===== src/rtl/centroid_tracker.sv =====
// Red-target centroid tracker: accumulates target pixel coordinates per frame and divides by the pixel count.
// Optional crosshair overlay outputs are built when CENTROID_TRACKER_OVERLAY_EN is defined.
module centroid_tracker #(
   parameter logic [9:0]  R_MIN     = 10'd600,
   parameter logic [9:0]  MARGIN    = 10'd200,
   parameter logic [19:0] MIN_COUNT = 20'd64
) (
   input  logic        clk,
   input  logic        reset,
   input  logic        pix_valid,
   input  logic [10:0] pix_x,
   input  logic [10:0] pix_y,
   input  logic [9:0]  pix_r,
   input  logic [9:0]  pix_g,
   input  logic [9:0]  pix_b,
   input  logic        frame_end,
   output logic [9:0]  cent_x,
   output logic [8:0]  cent_y,
   output logic        found,
   output logic        cent_valid,
   output logic        busy
`ifdef CENTROID_TRACKER_OVERLAY_EN
   ,
   output logic [9:0]  ovl_r,
   output logic [9:0]  ovl_g,
   output logic [9:0]  ovl_b
`endif
);

   localparam logic [1:0] IDLE  = 2'd0;
   localparam logic [1:0] DIV_X = 2'd1;
   localparam logic [1:0] DIV_Y = 2'd2;
   localparam logic [1:0] DONE  = 2'd3;

   logic [1:0]  state;
   logic [4:0]  bit_idx;
   logic        last_bit;
   logic        target;
   logic [10:0] g_lim, b_lim;
   logic [27:0] sum_x, sum_y, sum_x_n, sum_y_n;
   logic [19:0] cnt, cnt_n;
   logic [27:0] snap_y;
   logic [19:0] snap_cnt;
   logic [27:0] div_q, q_next;
   logic [19:0] div_rem, rem_next;
   logic [20:0] trial_sh, trial_diff;
   logic        trial_ok;
   logic [9:0]  quot_x;

   assign g_lim  = {1'b0, pix_g} + {1'b0, MARGIN};
   assign b_lim  = {1'b0, pix_b} + {1'b0, MARGIN};
   assign target = pix_valid && (pix_x < 11'd640) && (pix_y < 11'd480) && (pix_r > R_MIN) &&
                   ({1'b0, pix_r} > g_lim) && ({1'b0, pix_r} > b_lim);

   assign sum_x_n = sum_x + (target ? {17'd0, pix_x} : 28'd0);
   assign sum_y_n = sum_y + (target ? {17'd0, pix_y} : 28'd0);
   assign cnt_n   = cnt + {19'd0, target};

   assign busy     = (state == DIV_X) || (state == DIV_Y);
   assign last_bit = (bit_idx == 5'd27);

   // restoring divide step: shift in the next dividend bit and subtract the count if it fits
   assign trial_sh   = {div_rem, div_q[27]};
   assign trial_diff = trial_sh - {1'b0, snap_cnt};
   assign trial_ok   = (trial_sh >= {1'b0, snap_cnt});
   assign rem_next   = trial_ok ? trial_diff[19:0] : trial_sh[19:0];
   assign q_next     = {div_q[26:0], trial_ok};

   always_ff @(posedge clk) begin
      if (reset) begin
         state      <= IDLE;
         bit_idx    <= '0;
         sum_x      <= '0;
         sum_y      <= '0;
         cnt        <= '0;
         snap_y     <= '0;
         snap_cnt   <= '0;
         div_q      <= '0;
         cent_x     <= '0;
         cent_y     <= '0;
         found      <= 1'b0;
         cent_valid <= 1'b0;
      end else begin
         cent_valid <= 1'b0;
         if (frame_end) begin
            sum_x <= '0;
            sum_y <= '0;
            cnt   <= '0;
         end else begin
            sum_x <= sum_x_n;
            sum_y <= sum_y_n;
            cnt   <= cnt_n;
         end
         // the divider owns the snapshot while busy, so a frame ending mid-divide is dropped
         if (frame_end && !busy) begin
            snap_y   <= sum_y_n;
            snap_cnt <= cnt_n;
         end
         case (state)
            IDLE: begin
               if (frame_end) begin
                  div_q <= sum_x_n;
                  if (cnt_n >= MIN_COUNT) begin
                     state   <= DIV_X;
                     bit_idx <= '0;
                  end else begin
                     state      <= DONE;
                     found      <= 1'b0;
                     cent_valid <= 1'b1;
                  end
               end
            end
            DIV_X: begin
               bit_idx <= bit_idx + 5'd1;
               div_q   <= q_next;
               if (last_bit) begin
                  state   <= DIV_Y;
                  bit_idx <= '0;
                  div_q   <= snap_y;
               end
            end
            DIV_Y: begin
               bit_idx <= bit_idx + 5'd1;
               div_q   <= q_next;
               if (last_bit) begin
                  state      <= DONE;
                  cent_x     <= quot_x;
                  cent_y     <= q_next[8:0];
                  found      <= 1'b1;
                  cent_valid <= 1'b1;
               end
            end
            default: state <= IDLE;
         endcase
      end
   end

   always_ff @(posedge clk) begin
      case (state)
         IDLE:  div_rem <= '0;
         DIV_X: begin
            div_rem <= last_bit ? 20'd0 : rem_next;
            if (last_bit) quot_x <= q_next[9:0];
         end
         DIV_Y: div_rem <= rem_next;
         default: ;
      endcase
   end

`ifdef CENTROID_TRACKER_OVERLAY_EN
   // green crosshair through the last detected centroid, one cycle behind the pixel stream
   always_ff @(posedge clk) begin
      if (reset) begin
         ovl_r <= '0;
         ovl_g <= '0;
         ovl_b <= '0;
      end else if (found && ((pix_x == {1'b0, cent_x}) || (pix_y == {2'b0, cent_y}))) begin
         ovl_r <= 10'd0;
         ovl_g <= 10'd1023;
         ovl_b <= 10'd0;
      end else begin
         ovl_r <= pix_r;
         ovl_g <= pix_g;
         ovl_b <= pix_b;
      end
   end
`endif

endmodule


===== config.mk =====
export PLATFORM = sky130hd
export DESIGN_NAME = centroid_tracker
export DESIGN_NICKNAME = d
export VERILOG_FILES = /design/src/rtl/centroid_tracker.sv
export SDC_FILE = /design/constraint.sdc
export NUM_CORES = 1
export LEC_CHECK = 0
export ABC_AREA = 1
export ABC_CLOCK_PERIOD_IN_PS = 4400
export CORE_MARGIN = 8
export CORE_UTILIZATION = 40
export DETAILED_ROUTE_END_ITERATION = 10
export GPL_TIMING_DRIVEN = 1
export RECOVER_POWER = 100
export SLEW_MARGIN = 20
export SYNTH_ARGS = -nofsm -noshare
export SYNTH_HDL_FRONTEND = slang
export SYNTH_SLANG_ARGS = --single-unit

===== constraint.sdc =====
create_clock -name clk -period 4.4 [get_ports clk]
set_input_delay 0.88 -clock clk [delete_from_list [all_inputs] [get_ports clk]]
set_output_delay 0.88 -clock clk [all_outputs]
set_load 0.005 [all_outputs]

==> results of run 1 <==
-- layout make-up --
type                            count  area [um2]
Clock buffer                       37         742
Clock inverter                     10         101
Fill cell                        2932       14500
Inverter                          235         882
Multi-Input combinational cell   1170        6640
Sequential cell                   210        4500
Tap cell                          390         488
Timing Repair Buffer              214        1810
-- layer usage --
metal | GRT usage, % | wire [um] | up-vias | share of wire, %
li1 | - | - | 5873 | -
met3 | 2.25 | 1070 | 55 | 3.2
met5 | 0 | 0 | - | 0
met1 | 23.0 | 15300 | 5171 | 45
met2 | 32.3 | 16300 | 183 | 48
met4 | 5.56 | 1030 | 0 | 3.1
-- synthesized netlist by cell type (8+ instances only) --
library cell    n
a21oi_1       134
a221oi_1       18
edfxtp_1       30
nor3_1         19
o21ai_0       126
nor2_1        217
clkbuf_1       37
buf_1           9
nor2_2          9
inv_1         227
nand4_1        22
xnor2_1        25
nand3_1        83
ha_1           71
a31oi_1         8
dfxtp_1       180
o21ai_1         9
a21o_1          8
nand2_2         8
o211ai_1       25
nand2_1       280
xor2_1         41
-- state kept, by name, indices dropped and copies added (netlist names), 2 cells and up --
| register | count |
|---|---|
| bit_idx | 5 |
| cent_x | 10 |
| cent_y | 9 |
| cnt | 20 |
| div_q | 28 |
| div_rem | 20 |
| quot_x | 10 |
| snap_cnt | 20 |
| snap_y | 28 |
| state | 2 |
| sum_x | 28 |
| sum_y | 28 |
-- worst max path at each step --
stage	slack, ns	startpoint	end	depth (start not counted)
3_5_place_dp	-0.69	pix_g[3]	bit_idx[0]	27
5_1_grt	-0.005	pix_b[2]	snap_y[16]	27
6_report	0.26	pix_g[7]	bit_idx[0]	27
3_3_place_gp	-0.58	pix_g[3]	div_q[23]	26
4_1_cts	0.008	pix_b[4]	found	29
2_1_floorplan	0.02	pix_g[3]	snap_y[16]	27
-- worst max-delay path, cell delays in order --
cell             delay, ns
clkdlybuf4s50_1       0.44
o21ai_1               0.16
xor2_1                0.21
ha_1                  0.27
nand4_1               0.09
or3_1                 0.10
nand3b_1              0.08
nor3_2                0.25
nand3_4               0.14
buf_6                 0.16
inv_2                 0.06
ha_4                  0.13
ha_4                  0.13
nand2_2               0.06
nor2_4                0.16
buf_6                 0.12
nand3_4               0.08
o21ai_1               0.14
nand2_1               0.10
inv_2                 0.07
nand2_2               0.06
nor2_4                0.18
nand4_4               0.17
nand2_4               0.14
inv_2                 0.05
nor2_1                0.09
nor2_1                0.05
-- logic make-up after synthesis --
family	count (synthesis)	synth area share [%]
other	1	0.0310
and+or+nand+nor	676	24.6
buffers and inverters	287	9.05
AOI/OAI and AO/OA	351	16.4
adders and majority gates	74	7.85
xor gates and xnor gates	66	4.78
DFF	210	37.3
-- where the power goes --
group          total, W  switching, W  internal [W]
Sequential      0.00249      0.000205       0.00229
Combinational   0.00320       0.00211       0.00109
Clock           0.00208      0.000844       0.00123
Total           0.00777       0.00316       0.00461
-- stage by stage --
| stage | instance area, um2 | total power [W] |
|---|---|---|
| after global placement | 14100 | 0.00566 |
| after floorplan | 12100 | 0.00484 |
| after detailed placement | 14100 | 0.00569 |
| after CTS | 15000 | 0.00781 |
| final | 15200 | 0.00777 |
| after global routing | 15200 | 0.00838 |
-- timing repair --
item	in CTS	in global routing
buffers inserted	0	6
pin swaps	0	26
gates resized for setup	7	54
hold buffers	0	0
cloned	0	1
endpoints found under the setup margin	17	89
==> metrics.md, run 1 <==
| Metric | Value |
|---|---|
| Dpl cells | `2212` |
| R2R Path End | `div_rem[2]` |
| Area contributors post-synth | `dfxtp_1, nand2_1, edfxtp_1` |
| Hold Path Sink | `found` |
| Seq/Total Area, Yosys | `37.3%` |
| Cell taking the most area after synthesis | `dfxtp_1` |
| # nets final | `1987` |
| IO buf count | `77` |
| Layout cell share with drive strength beyond 1 | `12.9%` |
| Most common cell after layout, fill and taps aside | `nand2_1` |
| Routed len/inst | `14.9 um` |
| Worst Max-Slew Pin Slew | `0.963 ns` |
| CTS max path bufs | `3` |
| Drt pass-1 iters | `5` |
| Mapped Avg Cell Area | `7.26 um2` |
| H-tree depth | `1` |
| Top-area cell type share of the netlist area | `29.8%` |
| Worst-path clk slew | `0.06 ns` |
| Pwr dens | `512 mW/mm2` |
| Seq cells post-synth | `210` |
| Die ar. | `0.0360 mm2` |
| Final Worst Setup Slack | `0.265 ns` |
| Crit-path max FO | `5` |
| Synth warn | `0` |
| Layout Cells excl Fill | `2266` |
| Worst skew pair latency | `0.55 ns` |
| Area Overhead vs Synth | `25.5%` |
| Vias in the first global route | `11.1k` |
| Detailed Route WL | `33700 um` |
| Die width | `190 um` |
| Initial antenna violation count | `0` |
| Number of buffers created by CTS | `26` |
| Placer Congestion | `0.900` |
| Routed Antenna Nets | `0` |
| Max Slew Vio Count | `0` |
| Via count | `11.3k` |
| Register-to-Register Path Depth | `10` |
| Most frequent cells in the layout | `nand2_1, inv_1, nor2_1, dfxtp_1, a21oi_1` |
| Drt initial violations | `672` |
| Netlist cell types | `51` |
| Setup TNS | `0 ns` |
| Fmax | `0.242 GHz` |
| Clock tree root driver cell | `clkbuf_16` |
| Final Cycle Share | `94.0%` |
| Flop2flop setup slack | `0.86 ns` |
| I/O pin total | `78` |
| CTS tree | `yes` |
| Min Tclk post-route | `4.14 ns` |
| Ys async rst share | `0%` |
| CP required | `4.84 ns` |
| Leak | `6.93 nW` |
| Effective utilization at floorplan | `40.7%` |
| Rows | `63` |
| Max Cap Viol | `0` |
| Ys flop type | `dfxtp_1` |
| Post-Place Worst Slack | `-0.690 ns` |
| Status | `complete, no violations` |
| Critical path type | `in2reg` |
| Finish-stage setup viols | `0` |
| Synthesized instance count | `1665` |
| Hold Path Stages | `2` |
| Min-Delay Startpoint | `found` |
| Post-synth EDFFs | `30` |
| Dpl hpwl | `25100 um` |
| CP Capture Type | `flop` |
| Clock sinks | `210` |
| Max VDD drop | `314 uV` |
| Worst EP arrival | `4.58 ns` |
| Setup crit start kind | `primary input` |
| Worst rel slew slack | `35.6%` |
| Global-route usage over all layers | `18.3%` |
| Vias/cell | `4.98` |
| DRC | `0` |
| Core area | `0.0297 mm2` |
| Core Util, Final | `51.0%` |
| # diodes | `0` |
| Final hold violation count | `0` |
| Fin Hold WS | `0.465 ns` |
| Pin count of the biggest net entering global routing | `84` |
| Mapped cell area | `0.0121 mm2` |
| Hold WC Path Type | `reg2reg` |
| First-pass GRT wire length | `55200 um` |
| Clock Skew | `0.0336 ns` |
| Die Y | `190 um` |
| Reg2Reg Launch Point | `div_rem[1]` |
| Total congestion overflow | `0` |
(Power assumes the default switching activity.)
==> inputs of run 2 (changes only) <==
--- a/config.mk
+++ b/config.mk
@@ -12,6 +12,7 @@
 export DETAILED_ROUTE_END_ITERATION = 10
 export GPL_TIMING_DRIVEN = 1
 export RECOVER_POWER = 100
+export SETUP_SLACK_MARGIN = 0.2
 export SLEW_MARGIN = 20
 export SYNTH_ARGS = -nofsm -noshare
 export SYNTH_HDL_FRONTEND = slang
==> metrics.md, run 2 (same netlist as run 1, synthesis figures left out) <==
| Metric | Value |
|---|---|
| Status | `complete, no violations` |
| Finish-stage setup viols | `0 (unchanged)` |
| M2 GR Usage | `33.4% (+1.1 points)` |
| Clock sinks | `210 (unchanged)` |
| Initial antenna violation count | `0 (unchanged)` |
| Drt initial violations | `713 (+6.1%)` |
| CP required | `4.85 ns (about the same)` |
| # diodes | `0 (unchanged)` |
| Clock Skew | `0.0221 ns (-0.0115 ns)` |
| Final hold violation count | `0 (unchanged)` |
| Layout Cells excl Fill | `2271 (+0.22%)` |
| Clock tree root driver cell | `clkbuf_16` |
| Critical path type | `in2reg` |
| Most common cell after layout, fill and taps aside | `nand2_1` |
| CP Capture Type | `flop` |
| Reg2Reg Launch Point | `div_rem[1]` |
| Grt met3 use | `1.85% (-0.40 points)` |
| Vias in the first global route | `11.3k (+1.5%)` |
| First-pass GRT wire length | `56000 um (+1.5%)` |
| Routed Antenna Nets | `0 (unchanged)` |
| Final Instance Area | `0.0154 mm2 (+1.5%)` |
| Hold Path Sink | `cent_x[9]` |
| CTS max path bufs | `3 (unchanged)` |
| Core area | `0.0297 mm2 (unchanged)` |
| Flop2flop setup slack | `1.13 ns (+0.27 ns)` |
| Die Y | `190 um (unchanged)` |
| RSZ-0062 raised after global routing | `false` |
| Min-Delay Startpoint | `quot_x[9]` |
| Power share of the combinational group | `41.5% (+0.3 points)` |
| R2R Path End | `div_rem[14]` |
| Detailed Route WL | `34100 um (+1.2%)` |
| Leak | `7.01 nW (+1.2%)` |
| GR peak layer | `met2` |
| Pint | `0.00459 W (-0.44%)` |
| FILL cells | `2888 (-1.5%)` |
| Min Tclk post-route | `4.05 ns (-0.0879 ns)` |
| Die ar. | `0.0360 mm2 (unchanged)` |
| Max Cap Viol | `0 (unchanged)` |
| Layout cell share with drive strength beyond 1 | `15.3% (+2.4 points)` |
| Hold WC Path Type | `reg2reg` |
| I/O pin total | `78 (unchanged)` |
| Worst EP arrival | `4.50 ns (-0.08 ns)` |
| Dpl hpwl | `25800 um (+2.6%)` |
| Effective utilization at floorplan | `40.7% (unchanged)` |
| Worst rel slew slack | `35.6% (about the same)` |
| Number of buffers created by CTS | `24 (-7.7%)` |
| Routed len/inst | `15.0 um (+1.0%)` |
| IO buf count | `77 (unchanged)` |
| Setup crit start kind | `primary input` |
| Dpl cells | `2214 (+0.090%)` |
| Hold Path Stages | `2 (unchanged)` |
| DRC | `0 (unchanged)` |
| Setup TNS | `0 ns (unchanged)` |
| Clock power share | `26.2% (-0.6 points)` |
| Fin Hold WS | `0.478 ns (+0.0133 ns)` |
| Fmax | `0.247 GHz (+2.2%)` |
| Worst-path clk slew | `0.06 ns (about the same)` |
| CTS tree | `yes` |
| Total congestion overflow | `0 (unchanged)` |
| Die width | `190 um (unchanged)` |
| Met1 Usage GRT | `23.4% (+0.43 points)` |
| Pwr dens | `502 mW/mm2 (-2.0%)` |
| Flop pwr share | `32.3% (+0.2 points)` |
| Register-to-Register Path Depth | `10 (unchanged)` |
| Rows | `63 (unchanged)` |
| Most frequent cells in the layout | `nand2_1, inv_1, nor2_1, dfxtp_1, a21oi_1` |
| Placer Congestion | `0.938 (+4.2%)` |
| Max Slew Vio Count | `0 (unchanged)` |
| Drt pass-1 iters | `5 (unchanged)` |
| Pin count of the biggest net entering global routing | `84 (unchanged)` |
| Crit-path max FO | `5 (unchanged)` |
| Worst Max-Slew Pin Slew | `0.963 ns (+0.000106 ns)` |
| Max VDD drop | `428 uV (+36%)` |
| Final Cycle Share | `92.0% (-2.0 points)` |
| P_sw | `0.00314 W (-0.59%)` |
| H-tree depth | `1 (unchanged)` |
| Area Overhead vs Synth | `27.4%` |
| # nets final | `1993 (+0.30%)` |
| Global-route usage over all layers | `18.7% (+0.35 points)` |
| Vias/cell | `5.01 (+0.69%)` |
| Worst skew pair latency | `0.53 ns (-0.02 ns)` |
| DP Area | `0.0142 mm2 (+0.32%)` |
| Sw Share | `40.6% (about the same)` |
| Via count | `11.4k (+0.91%)` |
==> run 2: cell count changes in the layout (fill, tap and decap cells not counted), moves of 4 or more <==
| cell | previous run | this run |
|---|---|---|
| buf_4 | 106 | 112 |
| clkbuf_4 | 17 | 21 |
| clkdlybuf4s50_1 | 46 | 37 |
| ha_4 | 2 | 7 |
| nand2_1 | 273 | 267 |
| nand2_2 | 15 | 21 |
| nand3_1 | 80 | 76 |
| nand3_2 | 2 | 6 |
| nor2_1 | 215 | 209 |
| nor2_2 | 6 | 13 |
==> run 2: area by class of cell <==
class	count	area (um2)	area share (%)
multi-input cells	1170	6800	44.2
well taps	390	488	3.17
repair buffers	222	1910	12.4
clock inverters	12	134	0.870
inverters	235	882	5.73
flip-flops and latches	210	4500	29.3
clock buffers	32	671	4.36
==> run 2: repair_timing <==
action / in CTS / in global routing
hold buffers: 0 / 0
cloned: 2 / 0
resized for setup: 49 / 71
setup buffers: 4 / 7
endpoints found under the setup margin: 82 / 97
pin swaps: 26 / 39
==> run 2: power groups by stage <==
stage	Clock (W)	Sequential (W)	Combinational, W
2_1_floorplan	0	0.00244	0.00241
3_3_place_gp	0	0.00253	0.00314
3_5_place_dp	0	0.00253	0.00319
4_1_cts	0.00206	0.00250	0.00321
5_1_grt	0.00214	0.00253	0.00366
6_report	0.00202	0.00250	0.00321
==> run 2: through the flow <==
stage,power (W),worst slack [ns],util (%)
2_1_floorplan,0.00484,0.197,-
3_3_place_gp,0.00567,-0.557,47.7
3_5_place_dp,0.00572,-0.630,47.7
4_1_cts,0.00777,0.207,51.2
5_1_grt,0.00833,0.103,51.8
6_report,0.00773,0.353,51.8
==> run 2: how the worst max path moves through the flow <==
stage          slack [ns]          to     start  cells after the start
3_5_place_dp        -0.63  bit_idx[1]  pix_b[3]                     29
4_1_cts              0.21  bit_idx[1]  pix_b[3]                     29
6_report             0.35    div_q[5]  pix_b[3]                     23
3_3_place_gp        -0.56  bit_idx[3]  pix_b[3]                     29
5_1_grt              0.10  snap_y[12]  pix_g[2]                     23
2_1_floorplan        0.20  snap_y[16]  pix_g[3]                     27
==> run 2: layer usage <==
metal / vias up / share of wire (%)
li1: 5898 / -
met3: 58 / 2.9
met1: 5227 / 46
met2: 202 / 48
met5: - / 0
met4: 0 / 2.7
==> run 2: critical path: stages <==
cell      delay (ns)
clkbuf_2        0.13
ha_4            0.18
nand2_2         0.07
nand2_2         0.06
buf_4           0.13
xor2_1          0.13
ha_1            0.27
nand2_1         0.08
nor4_1          0.05
nand3b_1        0.16
nor3_2          0.23
nand3_4         0.16
buf_12          0.16
buf_16          0.12
nor2_1          0.18
ha_1            0.27
nand3_1         0.08
nand2_1         0.09
clkbuf_1        0.13
a31oi_1         0.28
xor2_1          0.19
or2_2           0.31
a41oi_1         0.14
==> inputs of run 3 (changes only) <==
--- a/config.mk
+++ b/config.mk
@@ -6,7 +6,7 @@
 export NUM_CORES = 1
 export LEC_CHECK = 0
 export ABC_AREA = 1
-export ABC_CLOCK_PERIOD_IN_PS = 4400
+export ABC_CLOCK_PERIOD_IN_PS = 4600
 export CORE_MARGIN = 8
 export CORE_UTILIZATION = 40
 export DETAILED_ROUTE_END_ITERATION = 10
==> constraint.sdc (replaced) <==
create_clock -name clk -period 4.6 [get_ports clk]
set_input_delay 0.92 -clock clk [delete_from_list [all_inputs] [get_ports clk]]
set_output_delay 0.92 -clock clk [all_outputs]
set_load 0.005 [all_outputs]
==> metrics.md, run 3 (same netlist as run 1, synthesis figures left out) <==
| Metric | Value |
|---|---|
| Layout Cells excl Fill | `2264 (-0.31%)` |
| DRC | `0 (unchanged)` |
| Final hold violation count | `0 (unchanged)` |
| Max stage delay cell, worst path | `clkdlybuf4s50_1` |
| Dpl hpwl | `24800 um (-3.7%)` |
| Worst EP arrival | `4.68 ns (+0.18 ns)` |
| Setup crit start kind | `primary input` |
| Clock tree root driver cell | `clkbuf_16` |
| Initial antenna violation count | `0 (unchanged)` |
| Most common cell after layout, fill and taps aside | `nand2_1` |
| # nets final | `1985 (-0.40%)` |
| Final Cycle Share | `92.2%` |
| Effective utilization at floorplan | `40.7% (unchanged)` |
| CTS tree | `yes` |
| Most frequent cells in the layout | `nand2_1, inv_1, nor2_1, dfxtp_1, a21oi_1` |
| Vias in the first global route | `11.2k (-1.0%)` |
| Worst Max-Slew Pin Slew | `0.986 ns (+0.0235 ns)` |
| RSZ-0062 raised after global routing | `false` |
| Placer Congestion | `0.924 (-1.5%)` |
| Clock Skew | `0.0329 ns (+0.0108 ns)` |
| CP Buf/Inv Count | `6 (+1)` |
| First-pass GRT wire length | `54700 um (-2.3%)` |
| CTS max path bufs | `3 (unchanged)` |
| Fmax | `0.236 GHz` |
| Die Y | `190 um (unchanged)` |
| Die width | `190 um (unchanged)` |
| Worst-path clk slew | `0.06 ns (about the same)` |
| Hold WC Path Type | `reg2reg` |
| Crit-path max FO | `5 (unchanged)` |
| FILL cells | `2925 (+1.3%)` |
| Drt initial violations | `531 (-26%)` |
| Core area | `0.0297 mm2 (unchanged)` |
| Die ar. | `0.0360 mm2 (unchanged)` |
| Pin count of the biggest net entering global routing | `84 (unchanged)` |
| Min Tclk post-route | `4.24 ns` |
| Pwr dens | `489 mW/mm2 (-2.6%)` |
| Detailed Route WL | `33300 um (-2.1%)` |
| CP top delay family | `simple AND/OR/NAND/NOR gates` |
| IO buf count | `77 (unchanged)` |
| Leak | `6.94 nW (-1.0%)` |
| Post-Place Worst Slack | `-0.472 ns (+0.158 ns)` |
| Max VDD drop | `296 uV (-31%)` |
| Total congestion overflow | `0 (unchanged)` |
| Dpl cells | `2206 (-0.36%)` |
| H-tree depth | `1 (unchanged)` |
| Setup TNS | `0 ns (unchanged)` |
| Rows | `63 (unchanged)` |
| Max Cap Viol | `0 (unchanged)` |
| Via count | `11.4k (-0.061%)` |
| Layout cell share with drive strength beyond 1 | `14.5% (-0.80 points)` |
| # diodes | `0 (unchanged)` |
| Worst skew pair latency | `0.55 ns (+0.02 ns)` |
| Max Slew Vio Count | `0 (unchanged)` |
| Clock sinks | `210 (unchanged)` |
| Final Worst Setup Slack | `0.359 ns (+0.00606 ns)` |
| Finish-stage setup viols | `0 (unchanged)` |
| I/O pin total | `78 (unchanged)` |
| Crit-path max cell delay | `0.42 ns (+0.11 ns)` |
| Status | `complete, no violations` |
| Number of buffers created by CTS | `25 (+4.2%)` |
| Area Overhead vs Synth | `26.6%` |
| Drt pass-1 iters | `7 (+2)` |
| Routed Antenna Nets | `0 (unchanged)` |
| Hold buffers post-CTS | `0 (unchanged)` |
| CP required | `5.04 ns (+0.19 ns)` |
| Global-route usage over all layers | `18.1% (-0.61 points)` |
| Worst rel slew slack | `34.0% (-1.6 points)` |
| Critical path type | `in2reg` |
| CP Capture Type | `flop` |
| Vias/cell | `5.03 (+0.25%)` |
| Routed len/inst | `14.7 um (-1.8%)` |
[run 3: cell count changes in the layout (fill, tap and decap cells not counted), moves of 4 or more]
| cell | change |
|---|---|
| ha_4 | -4 |
| clkbuf_8 | -4 |
| clkbuf_4 | -8 |
| clkdlybuf4s50_1 | +10 |
| clkbuf_2 | -4 |
[run 3: per-layer routing]
| metal | GRT usage [%] | share of wire, % | wire length (um) | vias to the layer above |
|---|---|---|---|---|
| li1 | - | - | - | 5878 |
| met1 | 22.9 | 46 | 15300 | 5247 |
| met2 | 32.0 | 48 | 15900 | 191 |
| met3 | 1.98 | 3.4 | 1120 | 62 |
| met4 | 5.02 | 2.8 | 948 | 0 |
| met5 | 0 | 0 | 0 | - |
[run 3: worst min-delay path, cell delays in order (launching register included)]
cell,delay (ns)
edfxtp_1,0.32
nor2_1,0.04
nor2_1,0.08
[run 3: final timing paths]
kind,start,endpoint,slack (ns),cells after the start
setup / recovery,pix_b[6],bit_idx[3],0.36,28
hold / removal,quot_x[5],cent_x[5],0.47,2
setup reg to reg,div_rem[1],div_rem[2],0.99,10
hold reg to reg,quot_x[5],cent_x[5],0.47,2
[run 3: area by class of cell]
cell class / instances / area, um2 / share of cell area (%)
timing repair buffer: 213 / 1820 / 11.9
inverter: 235 / 882 / 5.77
tap: 390 / 488 / 3.19
sequential: 210 / 4500 / 29.5
clock inverter: 18 / 213 / 1.39
multi-input combinational: 1170 / 6750 / 44.1
clock buffer: 28 / 637 / 4.16
[run 3: report_power, final]
| part | switching, W | total [W] | internal [W] |
|---|---|---|---|
| sequential | 0.000201 | 0.00239 | 0.00219 |
| combinational | 0.00200 | 0.00305 | 0.00104 |
| clock | 0.000815 | 0.00205 | 0.00123 |
| total | 0.00302 | 0.00748 | 0.00446 |
[run 3: per-stage QoR]
step | hold slack [ns] | area (um2) | power, W | util [%]
4_1_cts | 0.476 | 15000 | 0.00752 | 50.4
3_3_place_gp | 0.453 | 14100 | 0.00539 | 47.4
3_5_place_dp | 0.463 | 14100 | 0.00543 | 47.4
2_1_floorplan | 0.426 | 12100 | 0.00463 | -
5_1_grt | 0.502 | 15300 | 0.00806 | 51.5
6_report | 0.468 | 15300 | 0.00748 | 51.5
[run 3: repair_timing]
action	in CTS	in global routing
cloned	0	1
setup endpoints to repair	39	97
pin swaps	8	39
gates resized for setup	14	85
buffers inserted	0	11
